### src/rtl/btn_conditioner_pkg.sv
// Shared constants and types for the pushbutton conditioner.
// SIM_DEBOUNCE is a short debounce count that keeps benches fast.
package btn_conditioner_pkg;

  localparam int DEFAULT_DEBOUNCE_CYCLES = 500000;
  localparam int DEFAULT_CNT_W           = 20;
  localparam int SIM_DEBOUNCE            = 4;

  typedef enum logic {
    RELEASED = 1'b0,
    PRESSED  = 1'b1
  } db_state_e;

endpackage

### src/rtl/btn_conditioner_debounce.sv
// One button: 2-FF synchronizer, stable-count debouncer FSM, press one-shot.
// The FSM state is the debounced level and is exported on 'level'.
module btn_conditioner_debounce
  import btn_conditioner_pkg::*;
#(
  parameter int DEBOUNCE_CYCLES = DEFAULT_DEBOUNCE_CYCLES,
  parameter int CNT_W           = DEFAULT_CNT_W
) (
  input  logic mclk,
  input  logic rst_n,
  input  logic raw,
  output logic level,
  output logic pulse
);

  localparam logic [CNT_W-1:0] TERM = CNT_W'(DEBOUNCE_CYCLES - 1);

  logic             sync1;
  logic             sync2;
  db_state_e        state;
  db_state_e        state_next;
  logic [CNT_W-1:0] cnt;
  logic [CNT_W-1:0] cnt_next;
  logic             pulse_next;

  always_ff @(posedge mclk or negedge rst_n) begin
    if (!rst_n) begin
      sync1 <= 1'b0;
      sync2 <= 1'b0;
      state <= RELEASED;
      cnt   <= '0;
      pulse <= 1'b0;
    end else begin
      sync1 <= raw;
      sync2 <= sync1;
      state <= state_next;
      cnt   <= cnt_next;
      pulse <= pulse_next;
    end
  end

  // Counting to TERM means this edge is the DEBOUNCE_CYCLES-th disagreeing sample.
  always_comb begin
    state_next = state;
    cnt_next   = '0;
    pulse_next = 1'b0;
    if (sync2 != (state == PRESSED)) begin
      if (cnt == TERM) begin
        state_next = (state == PRESSED) ? RELEASED : PRESSED;
        pulse_next = (state == RELEASED);
      end else begin
        cnt_next = cnt + CNT_W'(1);
      end
    end
  end

  assign level = (state == PRESSED);

endmodule

### src/rtl/btn_conditioner.sv
// Conditions NUM_BTN raw pushbuttons into debounced levels and press strobes,
// with optional lowest-index-wins masking of coincident strobes.
module btn_conditioner
  import btn_conditioner_pkg::*;
#(
  parameter int NUM_BTN         = 3,
  parameter int DEBOUNCE_CYCLES = DEFAULT_DEBOUNCE_CYCLES,
  parameter int CNT_W           = DEFAULT_CNT_W,
  parameter int PRIORITY        = 1
) (
  input  logic               mclk,
  input  logic               rst_n,
  input  logic [NUM_BTN-1:0] btn_raw,
  output logic [NUM_BTN-1:0] btn_level,
  output logic [NUM_BTN-1:0] press_pulse,
  output logic               drop_flag
);

  logic [NUM_BTN-1:0] raw_pulse;

  for (genvar i = 0; i < NUM_BTN; i++) begin : g_btn
    btn_conditioner_debounce #(
      .DEBOUNCE_CYCLES(DEBOUNCE_CYCLES),
      .CNT_W          (CNT_W)
    ) u_db (
      .mclk (mclk),
      .rst_n(rst_n),
      .raw  (btn_raw[i]),
      .level(btn_level[i]),
      .pulse(raw_pulse[i])
    );
  end

  if (PRIORITY != 0) begin : g_prio
    logic drop_q;

    // x & -x isolates the lowest set bit, matching the b1 > b2 > b3 loader priority.
    assign press_pulse = raw_pulse & (~raw_pulse + NUM_BTN'(1));

    always_ff @(posedge mclk or negedge rst_n) begin
      if (!rst_n) begin
        drop_q <= 1'b0;
      end else if (|(raw_pulse & ~press_pulse)) begin
        drop_q <= 1'b1;
      end
    end

    assign drop_flag = drop_q;
  end else begin : g_noprio
    assign press_pulse = raw_pulse;
    assign drop_flag   = 1'b0;
  end

endmodule

### config.mk
export PLATFORM = sky130hd
export DESIGN_NAME = btn_conditioner
export DESIGN_NICKNAME = d
export VERILOG_FILES = /design/src/rtl/btn_conditioner_pkg.sv /design/src/rtl/btn_conditioner_debounce.sv /design/src/rtl/btn_conditioner.sv
export SDC_FILE = /design/constraint.sdc
export NUM_CORES = 1
export LEC_CHECK = 0
export BUFFER_PORTS_ARGS = -buffer_cell sky130_fd_sc_hd__buf_2
export CAP_MARGIN = 10
export CORE_MARGIN = 2
export CORE_UTILIZATION = 30
export CTS_CLUSTER_DIAMETER = 60
export DETAILED_ROUTE_END_ITERATION = 12
export PLACE_DENSITY = 0.51
export SETUP_SLACK_MARGIN = 0.05
export SLEW_MARGIN = 20
export SYNTH_ARGS = -nofsm -noshare
export SYNTH_HDL_FRONTEND = slang
export SYNTH_HIERARCHICAL = 1
export SYNTH_SLANG_ARGS = --single-unit
export TNS_END_PERCENT = 50
### constraint.sdc
create_clock -name mclk -period 2.4 [get_ports mclk]
set_input_delay 0.24 -clock mclk [delete_from_list [all_inputs] [get_ports mclk]]
set_output_delay 0.24 -clock mclk [all_outputs]
set_load 0.005 [all_outputs]
==> flow_summary.html, run 1 <==
<table>
<tr><th>Metric</th><th>Value</th></tr>
<tr><th colspan="2">Clock tree</th></tr>
<tr><td>Sink count of the clock tree</td><td>73</td></tr>
<tr><td>CTS root buffer</td><td>sky130_fd_sc_hd__clkbuf_16</td></tr>
<tr><td>Total clock buffers created by CTS</td><td>9</td></tr>
<tr><td>Post-CTS clock slew at the launch and capture registers of the worst setup and hold paths</td><td>0.06 ns</td></tr>
<tr><td>CTS tree</td><td>built</td></tr>
<tr><td>Post-CTS setup repair buffer count</td><td>0</td></tr>
<tr><td>Max Buffers Root-to-Sink</td><td>2</td></tr>
<tr><td>Clock latency on the worst-skew pair</td><td>0.33 ns</td></tr>
<tr><td>Number of gates resized after CTS</td><td>0</td></tr>
<tr><td>Number of levels the H-tree was split into</td><td>3</td></tr>
<tr><th colspan="2">Synthesis</th></tr>
<tr><td>Post-Syn Instances</td><td>346</td></tr>
<tr><td>Most used DFF post-synth</td><td>sky130_fd_sc_hd__dfrtp_1</td></tr>
<tr><td>Count of flip-flops with a built-in enable after synthesis</td><td>0</td></tr>
<tr><td>Count of warnings emitted by yosys</td><td>6</td></tr>
<tr><td>Synthesized area</td><td>3650 um2</td></tr>
<tr><td>Sequential share of the synthesized area</td><td>50.1%</td></tr>
<tr><td>Number of distinct library cell variants in the gate-level netlist after synthesis</td><td>34</td></tr>
<tr><td>Number of synthesized register bits</td><td>73</td></tr>
<tr><td>Post-Syn Nets</td><td>354</td></tr>
<tr><td>Async SR Flop Fraction</td><td>100%</td></tr>
<tr><td>Mean instance size in the synthesized netlist</td><td>10.5 um2</td></tr>
<tr><th colspan="2">Power and ir drop</th></tr>
<tr><td>Power density over cell area</td><td>604 nW/um2</td></tr>
<tr><td>Cell leakage power</td><td>1.69 nW</td></tr>
<tr><td>Worst supply voltage drop on vdd</td><td>0.000415 V</td></tr>
<tr><th colspan="2">Setup path</th></tr>
<tr><td>Worst path bufs/invs</td><td>0</td></tr>
<tr><td>Data arrival, critical path</td><td>2.10 ns</td></tr>
<tr><td>Slowest CP cell</td><td>sky130_fd_sc_hd__dfrtp_1</td></tr>
<tr><td>Crit-path max FO</td><td>5</td></tr>
<tr><td>Data required time of the worst path</td><td>2.62 ns</td></tr>
<tr><td>CP Class</td><td>reg2reg</td></tr>
<tr><td>Critical path cell sequence</td><td>ha_1, and4_2, nand4_1, nor2_1, mux2_2</td></tr>
<tr><td>Family with the most delay on the worst path</td><td>simple AND/OR/NAND/NOR gates</td></tr>
<tr><td>Critical Path End Type</td><td>register</td></tr>
<tr><td>Setup crit start kind</td><td>register</td></tr>
<tr><td>Delay contributed by the slowest stage of the critical path</td><td>0.41 ns</td></tr>
<tr><th colspan="2">Global route</th></tr>
<tr><td>Vias in the first global route</td><td>2,462</td></tr>
<tr><td>Global-route wire length before repair</td><td>12.1 mm</td></tr>
<tr><td>Antenna violations before repair</td><td>0</td></tr>
<tr><td>GRT Util Overall</td><td>12.1%</td></tr>
<tr><td>Overflow left after global routing</td><td>0</td></tr>
<tr><td>Pin count of the biggest net entering global routing</td><td>46</td></tr>
<tr><th colspan="2">Floorplan</th></tr>
<tr><td>X dimension of the die</td><td>114 um</td></tr>
<tr><td>Area inside the core boundary</td><td>12,000 um2</td></tr>
<tr><td>Row count</td><td>40</td></tr>
<tr><td>Num ports</td><td>12</td></tr>
<tr><td>Height of the chip</td><td>114 um</td></tr>
<tr><td>Initial Util</td><td>30.5%</td></tr>
<tr><td>Floorplan die area</td><td>13,100 um2</td></tr>
<tr><th colspan="2">Timing</th></tr>
<tr><td>RSZ-0062 raised after global routing</td><td>false</td></tr>
<tr><td>Max Clock Freq</td><td>533 MHz</td></tr>
<tr><td>Worst max-slew margin expressed relative to the limit</td><td>66.3%</td></tr>
<tr><td>Final Skew</td><td>0.00550 ns</td></tr>
<tr><td>Final Critical Period</td><td>1.88 ns</td></tr>
<tr><td>Count of final hold-check violations</td><td>0</td></tr>
<tr><td>Worst hold margin</td><td>0.0197 ns</td></tr>
<tr><td>Transition at the pin with the smallest max-transition slack</td><td>0.501 ns</td></tr>
<tr><td>Number of failing setup endpoints in the final timing report</td><td>0</td></tr>
<tr><td>Count of final max-slew check failures</td><td>0</td></tr>
<tr><td>Final clock period utilization by the worst path</td><td>78.2%</td></tr>
<tr><td>Final TNS setup</td><td>0 ns</td></tr>
<tr><th colspan="2">Route</th></tr>
<tr><td>First drt pass iteration count</td><td>4</td></tr>
<tr><td>Routed Antenna Nets</td><td>0</td></tr>
<tr><td>Detailed-route wire length per cell</td><td>13.4 um</td></tr>
<tr><td>DRC</td><td>0</td></tr>
<tr><td>First DRT Iteration DRCs</td><td>135</td></tr>
<tr><td>Final wirelength</td><td>6.95 mm</td></tr>
<tr><td>Overall via count from detail_route</td><td>2,513</td></tr>
<tr><td>Via density</td><td>4.83</td></tr>
<tr><th colspan="2">Final layout</th></tr>
<tr><td>Fin nets</td><td>379</td></tr>
<tr><td>Final core utilization</td><td>35.1%</td></tr>
<tr><td>Fraction of final layout cells with drive strength greater than 1</td><td>16.9%</td></tr>
<tr><td>Layout overhead on the synthesized area</td><td>14.9%</td></tr>
<tr><td>Post-layout instance count excluding filler cells</td><td>520</td></tr>
<tr><td>Most frequent standard cell in the layout excluding fill and tap cells</td><td>sky130_fd_sc_hd__dfrtp_1</td></tr>
<tr><td>Layout Cell Area excl Fill</td><td>4190 um2</td></tr>
<tr><td>Commonest non-fill, non-tap cells in the layout</td><td>73 x sky130_fd_sc_hd__dfrtp_1, 58 x sky130_fd_sc_hd__nor2_1, 39 x sky130_fd_sc_hd__xnor2_1</td></tr>
<tr><td>Antenna cell count</td><td>0</td></tr>
<tr><th colspan="2">Place</th></tr>
<tr><td>Port bufs</td><td>11</td></tr>
<tr><td>Placer Congestion</td><td>0.801</td></tr>
<tr><td>HPWL reported at the end of detailed placement</td><td>4.87 mm</td></tr>
<tr><td>Number of instances in the placed design</td><td>504</td></tr>
<tr><td>Total placed instance area</td><td>3910 um2</td></tr>
<tr><th colspan="2">Flow run</th></tr>
<tr><td>Number of max-cap violations</td><td>0</td></tr>
<tr><th colspan="2">Status</th></tr>
<tr><td>Outcome</td><td>finished, final reports clean</td></tr>
<tr><th colspan="2">Hold path</th></tr>
<tr><td>Path type of the worst min-delay path</td><td>in2reg</td></tr>
</table>
[power breakdown]
part	total, mW	internal (mW)	leakage (nW)	switching (mW)
Sequential	1.27	1.25	0.999	0.0201
Combinational	0.0882	0.0318	0.569	0.0564
Clock	1.17	0.708	0.124	0.466
Total	2.53	1.99	1.69	0.542
[timing repair]
item | 4_1_cts | 5_1_grt
hold buffers | 3 | 0
endpoints found under the hold margin | 30 | 0
setup endpoints to repair | 0 | 0
[cells by family after synthesis]
family	Yosys count	share of synthesized area, %
AO/OA/AOI/OAI	17	3.22
XOR/XNOR	48	11.5
adder cells (fa/ha/maj)	3	1.03
buffers and inverters	13	1.85
flip-flops	73	50.1
multiplexers	9	2.57
AND/OR/NAND/NOR	183	29.8
[cell usage after synthesis (all sizes together) (6+ instances only)]
library cell | number | share of area (%)
dfrtp | 73 | 50
nor2 | 58 | 6.0
xnor2 | 39 | 9.4
nand2 | 24 | 2.5
nand3 | 21 | 2.9
nand4 | 18 | 4.8
nor3 | 18 | 2.5
nor4 | 15 | 3.8
nor4b | 9 | 2.7
xor2 | 9 | 2.2
a21oi | 7 | 1.3
buf | 7 | 1.2
and4 | 6 | 1.5
inv | 6 | 0.62
mux2i | 6 | 1.6
o21ai | 6 | 1.1
or2 | 6 | 1.2
[area by class of cell]
class	instances	area, um2
clock buffer	12	246
clock inverter	1	5.00
fill	1194	7770
inverter	6	22.5
multi-input combinational	260	1760
sequential	73	1830
tap	147	184
timing repair buffer	21	153
[path summary, 6_finish.rpt]
check / slack [ns] / depth (start not counted) / to / from
max: 0.52 / 5 / g_btn[0].u_db/level / g_btn[0].u_db/cnt[0]
min: 0.02 / 1 / g_btn[2].u_db/sync1 / btn_raw[2]
max reg2reg: 0.52 / 5 / g_btn[0].u_db/level / g_btn[0].u_db/cnt[0]
min reg2reg: 0.35 / 0 / g_btn[1].u_db/sync2 / g_btn[1].u_db/sync1
max in group asynchronous: 1.45 / 3 / g_btn[1].u_db/cnt[2] / rst_n
min in group asynchronous: 0.38 / 2 / g_btn[2].u_db/cnt[13] / rst_n
[per-layer routing]
metal | up-vias | GRT usage (%) | routed length, um
met4 | 0 | 4.39 | 113
li1 | 1271 | - | -
met1 | 1197 | 15.7 | 3480
met5 | - | 0 | 0
met3 | 8 | 4.76 | 230
met2 | 37 | 18.3 | 3120
[stage by stage]
step                      worst slack (ns)  power (mW)
after CTS                            0.526        2.58
after floorplan                      0.681        1.33
final                                0.523        2.53
after global placement               0.580        1.38
after global routing                 0.391        2.65
after detailed placement             0.527        1.38
[worst register-to-register path: cells and delay by family (launching register included)]
| family | cells | cell delay [ns] |
|---|---|---|
| fa+ha+maj | 1 | 0.26 |
| flops | 1 | 0.41 |
| mux | 1 | 0.37 |
| simple gates | 3 | 0.73 |
[registers in the layout (all words and copies together) (netlist names)]
| signal | flops |
|---|---|
| drop_flag | 1 |
| g_btn.u_db/cnt | 60 |
| g_btn.u_db/pulse | 3 |
| g_btn.u_db/level | 3 |
| g_btn.u_db/sync2 | 3 |
| g_btn.u_db/sync1 | 3 |
(Power assumes the default switching activity.)
==> inputs of run 2 (changes only) <==
--- a/config.mk
+++ b/config.mk
@@ -11,7 +11,7 @@
 export CORE_UTILIZATION = 30
 export CTS_CLUSTER_DIAMETER = 60
 export DETAILED_ROUTE_END_ITERATION = 12
-export PLACE_DENSITY = 0.51
+export PLACE_DENSITY = 0.53
 export SETUP_SLACK_MARGIN = 0.05
 export SLEW_MARGIN = 20
 export SYNTH_ARGS = -nofsm -noshare
==> constraint.sdc (replaced) <==
create_clock -name mclk -period 1.7 [get_ports mclk]
set_input_delay 0.17 -clock mclk [delete_from_list [all_inputs] [get_ports mclk]]
set_output_delay 0.17 -clock mclk [all_outputs]
set_load 0.005 [all_outputs]
==> run 2 against run 1 <==
Effect of this change:
- cell count grew 11%
- clock skew grew 0.0044 ns
- highest routed layer unchanged
- critical path type unchanged
- setup slack lost 0.45 ns
- first-iteration DRC count grew 24%
==> flow_summary.html, run 2 (synthesized netlist as in run 1, its figures left out) <==
<table>
<tr><th>Metric</th><th>Value</th></tr>
<tr><th colspan="2">Setup path</th></tr>
<tr><td>Launching point of the worst reg2reg path</td><td>g_btn[0].u_db/cnt[0]</td></tr>
<tr><td>Worst-case register-to-register setup slack</td><td>0.08 ns</td></tr>
<tr><td>Critical path cell sequence</td><td>ha_4, and4_4, nand4_1, nor2_2, mux2_4</td></tr>
<tr><td>Crit-path max FO</td><td>3</td></tr>
<tr><td>Data arrival, critical path</td><td>1.85 ns</td></tr>
<tr><td>Setup crit start kind</td><td>register</td></tr>
<tr><td>Delay contributed by the slowest stage of the critical path</td><td>0.39 ns</td></tr>
<tr><td>Data required time of the worst path</td><td>1.92 ns</td></tr>
<tr><td>Worst-case reg-to-reg path depth</td><td>5</td></tr>
<tr><td>Slowest CP cell</td><td>sky130_fd_sc_hd__dfrtp_1</td></tr>
<tr><td>Worst path bufs/invs</td><td>0</td></tr>
<tr><td>CP Class</td><td>reg2reg</td></tr>
<tr><td>Reg-to-reg endpoint</td><td>g_btn[0].u_db/level</td></tr>
<tr><td>Critical Path End Type</td><td>register</td></tr>
<tr><td>Family with the most delay on the worst path</td><td>simple AND/OR/NAND/NOR gates</td></tr>
<tr><th colspan="2">Floorplan</th></tr>
<tr><td>Floorplan die area</td><td>13,100 um2</td></tr>
<tr><td>X dimension of the die</td><td>114 um</td></tr>
<tr><td>Row count</td><td>40</td></tr>
<tr><td>Num ports</td><td>12</td></tr>
<tr><td>Area inside the core boundary</td><td>12,000 um2</td></tr>
<tr><td>Initial Util</td><td>30.5%</td></tr>
<tr><td>Height of the chip</td><td>114 um</td></tr>
<tr><th colspan="2">Power and ir drop</th></tr>
<tr><td>Clk pwr share</td><td>50.2%</td></tr>
<tr><td>Sequential share of power</td><td>45.0%</td></tr>
<tr><td>Worst supply voltage drop on vdd</td><td>0.000679 V</td></tr>
<tr><td>Cell leakage power</td><td>2.03 nW</td></tr>
<tr><td>Combinational power share</td><td>4.8%</td></tr>
<tr><td>Power density over cell area</td><td>809 nW/um2</td></tr>
<tr><td>Internal Power</td><td>3.13 mW</td></tr>
<tr><td>NetSw</td><td>0.850 mW</td></tr>
<tr><td>Fraction of power spent switching nets</td><td>21.4%</td></tr>
<tr><th colspan="2">Global route</th></tr>
<tr><td>GRT Util Overall</td><td>13.0%</td></tr>
<tr><td>Antenna violations before repair</td><td>0</td></tr>
<tr><td>Overflow left after global routing</td><td>0</td></tr>
<tr><td>Global-route wire length before repair</td><td>13.3 mm</td></tr>
<tr><td>Pin count of the biggest net entering global routing</td><td>49</td></tr>
<tr><td>Vias in the first global route</td><td>2,693</td></tr>
<tr><th colspan="2">Route</th></tr>
<tr><td>DRC</td><td>0</td></tr>
<tr><td>First drt pass iteration count</td><td>4</td></tr>
<tr><td>Detailed-route wire length per cell</td><td>13.7 um</td></tr>
<tr><td>Routed Antenna Nets</td><td>0</td></tr>
<tr><td>Highest metal layer used by the detailed router</td><td>met4</td></tr>
<tr><td>Routed length on met1</td><td>3.84 mm</td></tr>
<tr><td>Overall via count from detail_route</td><td>2,746</td></tr>
<tr><td>Final wirelength</td><td>7.85 mm</td></tr>
<tr><td>Via density</td><td>4.78</td></tr>
<tr><td>Met2 layer wire length in the routed design</td><td>3.71 mm</td></tr>
<tr><td>First DRT Iteration DRCs</td><td>167</td></tr>
<tr><td>Routed wire length on met3</td><td>129 um</td></tr>
<tr><th colspan="2">Place</th></tr>
<tr><td>Port bufs</td><td>11</td></tr>
<tr><td>HPWL reported at the end of detailed placement</td><td>5.33 mm</td></tr>
<tr><td>Placer Congestion</td><td>0.783</td></tr>
<tr><th colspan="2">Timing</th></tr>
<tr><td>Count of final hold-check violations</td><td>0</td></tr>
<tr><td>Worst max-slew margin expressed relative to the limit</td><td>74.3%</td></tr>
<tr><td>Number of failing setup endpoints in the final timing report</td><td>0</td></tr>
<tr><td>Final TNS setup</td><td>0 ns</td></tr>
<tr><td>Final Critical Period</td><td>1.62 ns</td></tr>
<tr><td>Final Skew</td><td>0.00990 ns</td></tr>
<tr><td>Final clock period utilization by the worst path</td><td>95.5%</td></tr>
<tr><td>Transition at the pin with the smallest max-transition slack</td><td>0.385 ns</td></tr>
<tr><td>Count of final max-slew check failures</td><td>0</td></tr>
<tr><td>RSZ-0062 raised after global routing</td><td>true</td></tr>
<tr><td>Max Clock Freq</td><td>616 MHz</td></tr>
<tr><th colspan="2">Clock tree</th></tr>
<tr><td>Max Buffers Root-to-Sink</td><td>2</td></tr>
<tr><td>Clock latency on the worst-skew pair</td><td>0.34 ns</td></tr>
<tr><td>Number of levels the H-tree was split into</td><td>3</td></tr>
<tr><td>Sink count of the clock tree</td><td>73</td></tr>
<tr><td>CTS root buffer</td><td>sky130_fd_sc_hd__clkbuf_16</td></tr>
<tr><td>Total clock buffers created by CTS</td><td>9</td></tr>
<tr><td>CTS tree</td><td>built</td></tr>
<tr><td>Post-CTS clock slew at the launch and capture registers of the worst setup and hold paths</td><td>0.06 ns</td></tr>
<tr><th colspan="2">Final layout</th></tr>
<tr><td>Fraction of final layout cells with drive strength greater than 1</td><td>36.4%</td></tr>
<tr><td>Flip-flop count of the largest register, all copies and words added</td><td>60</td></tr>
<tr><td>Final core utilization</td><td>41.1%</td></tr>
<tr><td>Commonest non-fill, non-tap cells in the layout</td><td>55 x sky130_fd_sc_hd__nor2_1, 55 x sky130_fd_sc_hd__dfrtp_1, 54 x sky130_fd_sc_hd__buf_4</td></tr>
<tr><td>Antenna cell count</td><td>0</td></tr>
<tr><td>Layout overhead on the synthesized area</td><td>34.8%</td></tr>
<tr><td>Fin nets</td><td>432</td></tr>
<tr><td>Top register by number of flip-flops</td><td>g_btn.u_db/cnt</td></tr>
<tr><th colspan="2">Hold path</th></tr>
<tr><td>Path type of the worst min-delay path</td><td>in2async</td></tr>
<tr><th colspan="2">Status</th></tr>
<tr><td>Outcome</td><td>finished, final reports clean</td></tr>
<tr><th colspan="2">Flow run</th></tr>
<tr><td>Number of max-cap violations</td><td>0</td></tr>
</table>
run 2: cell count changes in the layout (fill, tap and decap cells not counted), moves of 4 or more:
| cell | before | now |
|---|---|---|
| sky130_fd_sc_hd__buf_4 | 7 | 54 |
| sky130_fd_sc_hd__dfrtp_1 | 73 | 55 |
| sky130_fd_sc_hd__dfrtp_2 | 0 | 18 |
| sky130_fd_sc_hd__nor4_1 | 12 | 6 |
| sky130_fd_sc_hd__nor4b_1 | 6 | 0 |
| sky130_fd_sc_hd__buf_6 | 0 | 4 |
| sky130_fd_sc_hd__nor4_4 | 3 | 7 |
run 2: worst max-delay path by stage:
| stage | start | to | cells past startpoint |
|---|---|---|---|
| floorplan | g_btn[0].u_db/cnt[0] | g_btn[0].u_db/cnt[18] | 5 |
| global placement | g_btn[0].u_db/cnt[9] | g_btn[0].u_db/pulse | 4 |
| detailed placement | g_btn[0].u_db/cnt[0] | g_btn[0].u_db/pulse | 5 |
| CTS | g_btn[1].u_db/cnt[0] | g_btn[1].u_db/cnt[18] | 5 |
| global route | g_btn[1].u_db/cnt[1] | g_btn[1].u_db/level | 5 |
| finish | g_btn[0].u_db/cnt[0] | g_btn[0].u_db/level | 5 |
run 2: repair_timing:
| item | in CTS | in global routing |
|---|---|---|
| setup endpoints to repair | 9 | 52 |
| hold buffers | 4 | 0 |
| gates resized for setup | 10 | 44 |
| pin swaps | 4 | 22 |
| setup buffers | 5 | 15 |
| hold endpoints to repair | 28 | 0 |
run 2: power groups by stage:
stage | logic [mW] | registers (mW) | clock network, mW
after CTS | 0.175 | 1.79 | 2.06
after floorplan | 0.0727 | 1.82 | 0
after global placement | 0.143 | 1.82 | 0
after global routing | 0.214 | 1.79 | 2.14
final | 0.189 | 1.79 | 2.00
after detailed placement | 0.147 | 1.83 | 0
run 2: area by class of cell:
class,instances,area [um2]
Inverter,6,22.5
Clock buffer,10,229
Clock inverter,5,81.3
Tap cell,147,184
Sequential cell,73,1850
Fill cell,1139,7040
Multi-Input combinational cell,260,1970
Timing Repair Buffer,74,581
run 2: per-stage QoR:
step	std cells	cell area [um2]	setup slack, ns	power, mW	hold slack, ns
after floorplan	346	3690	0.0512	1.89	-0.126
after global placement	536	4200	-0.150	1.97	0.117
after detailed placement	536	4200	-0.0713	1.97	0.119
after CTS	560	4630	0.0370	4.02	0.294
after global routing	575	4920	-0.0163	4.15	0.315
final	575	4920	0.0765	3.98	0.286
run 2: per-layer routing:
| layer | global-route usage, % | vias to the layer above |
|---|---|---|
| met1 | 17.2 | 1341 |
| li1 | - | 1376 |
| met3 | 2.44 | 12 |
| met2 | 20.2 | 17 |
| met4 | 7.07 | 0 |
| met5 | 0 | - |
==> inputs of run 3 (changes only) <==
--- a/config.mk
+++ b/config.mk
@@ -7,11 +7,14 @@
 export LEC_CHECK = 0
 export BUFFER_PORTS_ARGS = -buffer_cell sky130_fd_sc_hd__buf_2
 export CAP_MARGIN = 10
+export CELL_PAD_IN_SITES_DETAIL_PLACEMENT = 0
+export CELL_PAD_IN_SITES_GLOBAL_PLACEMENT = 1
 export CORE_MARGIN = 2
 export CORE_UTILIZATION = 30
 export CTS_CLUSTER_DIAMETER = 60
 export DETAILED_ROUTE_END_ITERATION = 12
-export PLACE_DENSITY = 0.53
+export GPL_TIMING_DRIVEN = 1
+export PLACE_DENSITY = 0.6
 export SETUP_SLACK_MARGIN = 0.05
 export SLEW_MARGIN = 20
 export SYNTH_ARGS = -nofsm -noshare
==> constraint.sdc (replaced) <==
create_clock -name mclk -period 1.9 [get_ports mclk]
set_input_delay 0.19 -clock mclk [delete_from_list [all_inputs] [get_ports mclk]]
set_output_delay 0.19 -clock mclk [all_outputs]
set_load 0.005 [all_outputs]
==> run 3 against run 2 <==
Effect of this change:
- sequential cell count stayed put
- clock power is 25% lower
- routed wire length is 7.5% lower
- largest power group is now sequential cells
==> flow_summary.html, run 3 (synthesized netlist as in run 1, its figures left out) <==
<table>
<tr><th>Metric</th><th>Value</th></tr>
<tr><th colspan="2">Floorplan</th></tr>
<tr><td>Initial Util</td><td>30.5%</td></tr>
<tr><td>X dimension of the die</td><td>114 um</td></tr>
<tr><td>Floorplan die area</td><td>13,100 um2</td></tr>
<tr><td>Row count</td><td>40</td></tr>
<tr><td>Height of the chip</td><td>114 um</td></tr>
<tr><td>Num ports</td><td>12</td></tr>
<tr><td>Area inside the core boundary</td><td>12,000 um2</td></tr>
<tr><th colspan="2">Timing</th></tr>
<tr><td>RSZ-0062 raised after global routing</td><td>true</td></tr>
<tr><td>Transition at the pin with the smallest max-transition slack</td><td>0.411 ns</td></tr>
<tr><td>Final Critical Period</td><td>1.77 ns</td></tr>
<tr><td>Max Clock Freq</td><td>566 MHz</td></tr>
<tr><td>Number of failing setup endpoints in the final timing report</td><td>0</td></tr>
<tr><td>Final Skew</td><td>0.00668 ns</td></tr>
<tr><td>Worst max-slew margin expressed relative to the limit</td><td>72.2%</td></tr>
<tr><td>Count of final max-slew check failures</td><td>0</td></tr>
<tr><td>Final clock period utilization by the worst path</td><td>93.1%</td></tr>
<tr><td>Count of final hold-check violations</td><td>0</td></tr>
<tr><td>Final TNS setup</td><td>0 ns</td></tr>
<tr><th colspan="2">Final layout</th></tr>
<tr><td>Flip-flop count of the largest register, all copies and words added</td><td>60</td></tr>
<tr><td>Most frequent standard cell in the layout excluding fill and tap cells</td><td>sky130_fd_sc_hd__dfrtp_1</td></tr>
<tr><td>Post-layout instance count excluding filler cells</td><td>546</td></tr>
<tr><td>Layout overhead on the synthesized area</td><td>20.8%</td></tr>
<tr><td>Antenna cell count</td><td>0</td></tr>
<tr><td>Filler cell count</td><td>1,196</td></tr>
<tr><td>Commonest non-fill, non-tap cells in the layout</td><td>73 x sky130_fd_sc_hd__dfrtp_1, 56 x sky130_fd_sc_hd__nor2_1, 39 x sky130_fd_sc_hd__xnor2_1</td></tr>
<tr><td>Final core utilization</td><td>36.9%</td></tr>
<tr><td>Fraction of final layout cells with drive strength greater than 1</td><td>22.8%</td></tr>
<tr><td>Top register by number of flip-flops</td><td>g_btn.u_db/cnt</td></tr>
<tr><td>Fin nets</td><td>403</td></tr>
<tr><th colspan="2">Setup path</th></tr>
<tr><td>CP Class</td><td>reg2reg</td></tr>
<tr><td>Critical Path End Type</td><td>register</td></tr>
<tr><td>Setup crit start kind</td><td>register</td></tr>
<tr><td>Data required time of the worst path</td><td>2.11 ns</td></tr>
<tr><td>Crit-path max FO</td><td>4</td></tr>
<tr><td>Data arrival, critical path</td><td>1.98 ns</td></tr>
<tr><th colspan="2">Route</th></tr>
<tr><td>First drt pass iteration count</td><td>4</td></tr>
<tr><td>Routed Antenna Nets</td><td>0</td></tr>
<tr><td>Final wirelength</td><td>7.26 mm</td></tr>
<tr><td>First DRT Iteration DRCs</td><td>107</td></tr>
<tr><td>Overall via count from detail_route</td><td>2,559</td></tr>
<tr><td>Via density</td><td>4.69</td></tr>
<tr><td>DRC</td><td>0</td></tr>
<tr><td>Detailed-route wire length per cell</td><td>13.3 um</td></tr>
<tr><th colspan="2">Clock tree</th></tr>
<tr><td>CTS tree</td><td>built</td></tr>
<tr><td>Total clock buffers created by CTS</td><td>9</td></tr>
<tr><td>CTS root buffer</td><td>sky130_fd_sc_hd__clkbuf_16</td></tr>
<tr><td>Number of levels the H-tree was split into</td><td>3</td></tr>
<tr><td>Max Buffers Root-to-Sink</td><td>2</td></tr>
<tr><td>Sink count of the clock tree</td><td>73</td></tr>
<tr><td>Post-CTS setup repair buffer count</td><td>0</td></tr>
<tr><td>Post-CTS clock slew at the launch and capture registers of the worst setup and hold paths</td><td>0.06 ns</td></tr>
<tr><td>Clock latency on the worst-skew pair</td><td>0.33 ns</td></tr>
<tr><th colspan="2">Global route</th></tr>
<tr><td>Overflow left after global routing</td><td>0</td></tr>
<tr><td>Pin count of the biggest net entering global routing</td><td>35</td></tr>
<tr><td>Global-route wire length before repair</td><td>12.7 mm</td></tr>
<tr><td>Antenna violations before repair</td><td>0</td></tr>
<tr><td>GRT Util Overall</td><td>12.5%</td></tr>
<tr><td>Vias in the first global route</td><td>2,650</td></tr>
<tr><th colspan="2">Power and ir drop</th></tr>
<tr><td>Power density over cell area</td><td>733 nW/um2</td></tr>
<tr><td>Cell leakage power</td><td>1.82 nW</td></tr>
<tr><td>Worst supply voltage drop on vdd</td><td>0.000377 V</td></tr>
<tr><th colspan="2">Place</th></tr>
<tr><td>Placer Congestion</td><td>0.752</td></tr>
<tr><td>HPWL reported at the end of detailed placement</td><td>5.32 mm</td></tr>
<tr><td>Port bufs</td><td>11</td></tr>
<tr><td>Number of instances in the placed design</td><td>527</td></tr>
<tr><th colspan="2">Hold path</th></tr>
<tr><td>Path type of the worst min-delay path</td><td>in2async</td></tr>
<tr><th colspan="2">Status</th></tr>
<tr><td>Outcome</td><td>finished, final reports clean</td></tr>
<tr><th colspan="2">Flow run</th></tr>
<tr><td>Number of max-cap violations</td><td>0</td></tr>
</table>
## run 3: changes by cell type in the layout (fill, tap and decap cells not counted), moves of 3 or more
cell and delta:
sky130_fd_sc_hd__nor4_1 +6, sky130_fd_sc_hd__ha_4 -3, sky130_fd_sc_hd__dfrtp_1 +18, sky130_fd_sc_hd__mux2_4 -3, sky130_fd_sc_hd__nor4b_1 +6, sky130_fd_sc_hd__buf_6 -4
sky130_fd_sc_hd__nor4_4 -4, sky130_fd_sc_hd__dfrtp_2 -18, sky130_fd_sc_hd__nor4b_4 -3, sky130_fd_sc_hd__buf_4 -25, sky130_fd_sc_hd__nor4b_2 -3, sky130_fd_sc_hd__mux2_2 +3
## run 3: worst max-delay path: stages, from the launching register on
cell and delay, ns:
sky130_fd_sc_hd__dfrtp_1 0.39, sky130_fd_sc_hd__ha_2 0.24, sky130_fd_sc_hd__and4_2 0.24, sky130_fd_sc_hd__nand4_1 0.22, sky130_fd_sc_hd__nor2_2 0.21, sky130_fd_sc_hd__mux2_2 0.34
## run 3: final cells by class
| class | instances | area, um2 | area share [%] |
|---|---|---|---|
| flip-flops and latches | 73 | 1830 | 41.4 |
| clock buffers | 12 | 246 | 5.59 |
| multi-input cells | 260 | 1760 | 40.0 |
| well taps | 147 | 184 | 4.17 |
| clock inverters | 3 | 17.5 | 0.397 |
| inverters | 6 | 22.5 | 0.511 |
| repair buffers | 45 | 348 | 7.89 |
## run 3: path summary, 6_finish.rpt
path | to | slack, ns | cells past startpoint | start
max | g_btn[1].u_db/level | 0.13 | 5 | g_btn[1].u_db/cnt[1]
min reg2reg | g_btn[2].u_db/sync2 | 0.35 | 0 | g_btn[2].u_db/sync1
max reg2reg | g_btn[1].u_db/level | 0.13 | 5 | g_btn[1].u_db/cnt[1]
min in group mclk | g_btn[2].u_db/sync2 | 0.35 | 0 | g_btn[2].u_db/sync1
max in group asynchronous | g_btn[2].u_db/sync1 | 1.05 | 3 | rst_n
min | g_btn[2].u_db/cnt[11] | 0.31 | 2 | rst_n
## run 3: routing by layer
layer	global-route usage [%]	vias to the layer above	wire, um
met5	0	-	0
met4	6.34	0	124
met3	2.38	9	152
met2	20.0	24	3490
met1	16.3	1217	3500
li1	-	1309	-
## run 3: metrics by stage
| stage | cell area (um2) | setup slack [ns] | hold WS [ns] | total power, mW |
|---|---|---|---|---|
| 2_1_floorplan | 3650 | 0.181 | -0.106 | 1.68 |
| 3_3_place_gp | 4100 | 0.165 | 0.130 | 1.75 |
| 3_5_place_dp | 4100 | 0.117 | 0.129 | 1.75 |
| 4_1_cts | 4400 | 0.0817 | 0.320 | 3.30 |
| 5_1_grt | 4410 | 0.0340 | 0.350 | 3.40 |
| 6_report | 4410 | 0.132 | 0.315 | 3.23 |
## run 3: report_power, final
group | total [mW] | switching [mW] | internal [mW]
logic | 0.119 | 0.0728 | 0.0467
clock network | 1.51 | 0.604 | 0.907
registers | 1.60 | 0.0233 | 1.58
## run 3: what timing repair did
action | in CTS | in global routing
hold buffers | 4 | 0
endpoints found under the setup margin | 0 | 4
endpoints found under the hold margin | 27 | 0
resized for setup | 0 | 3
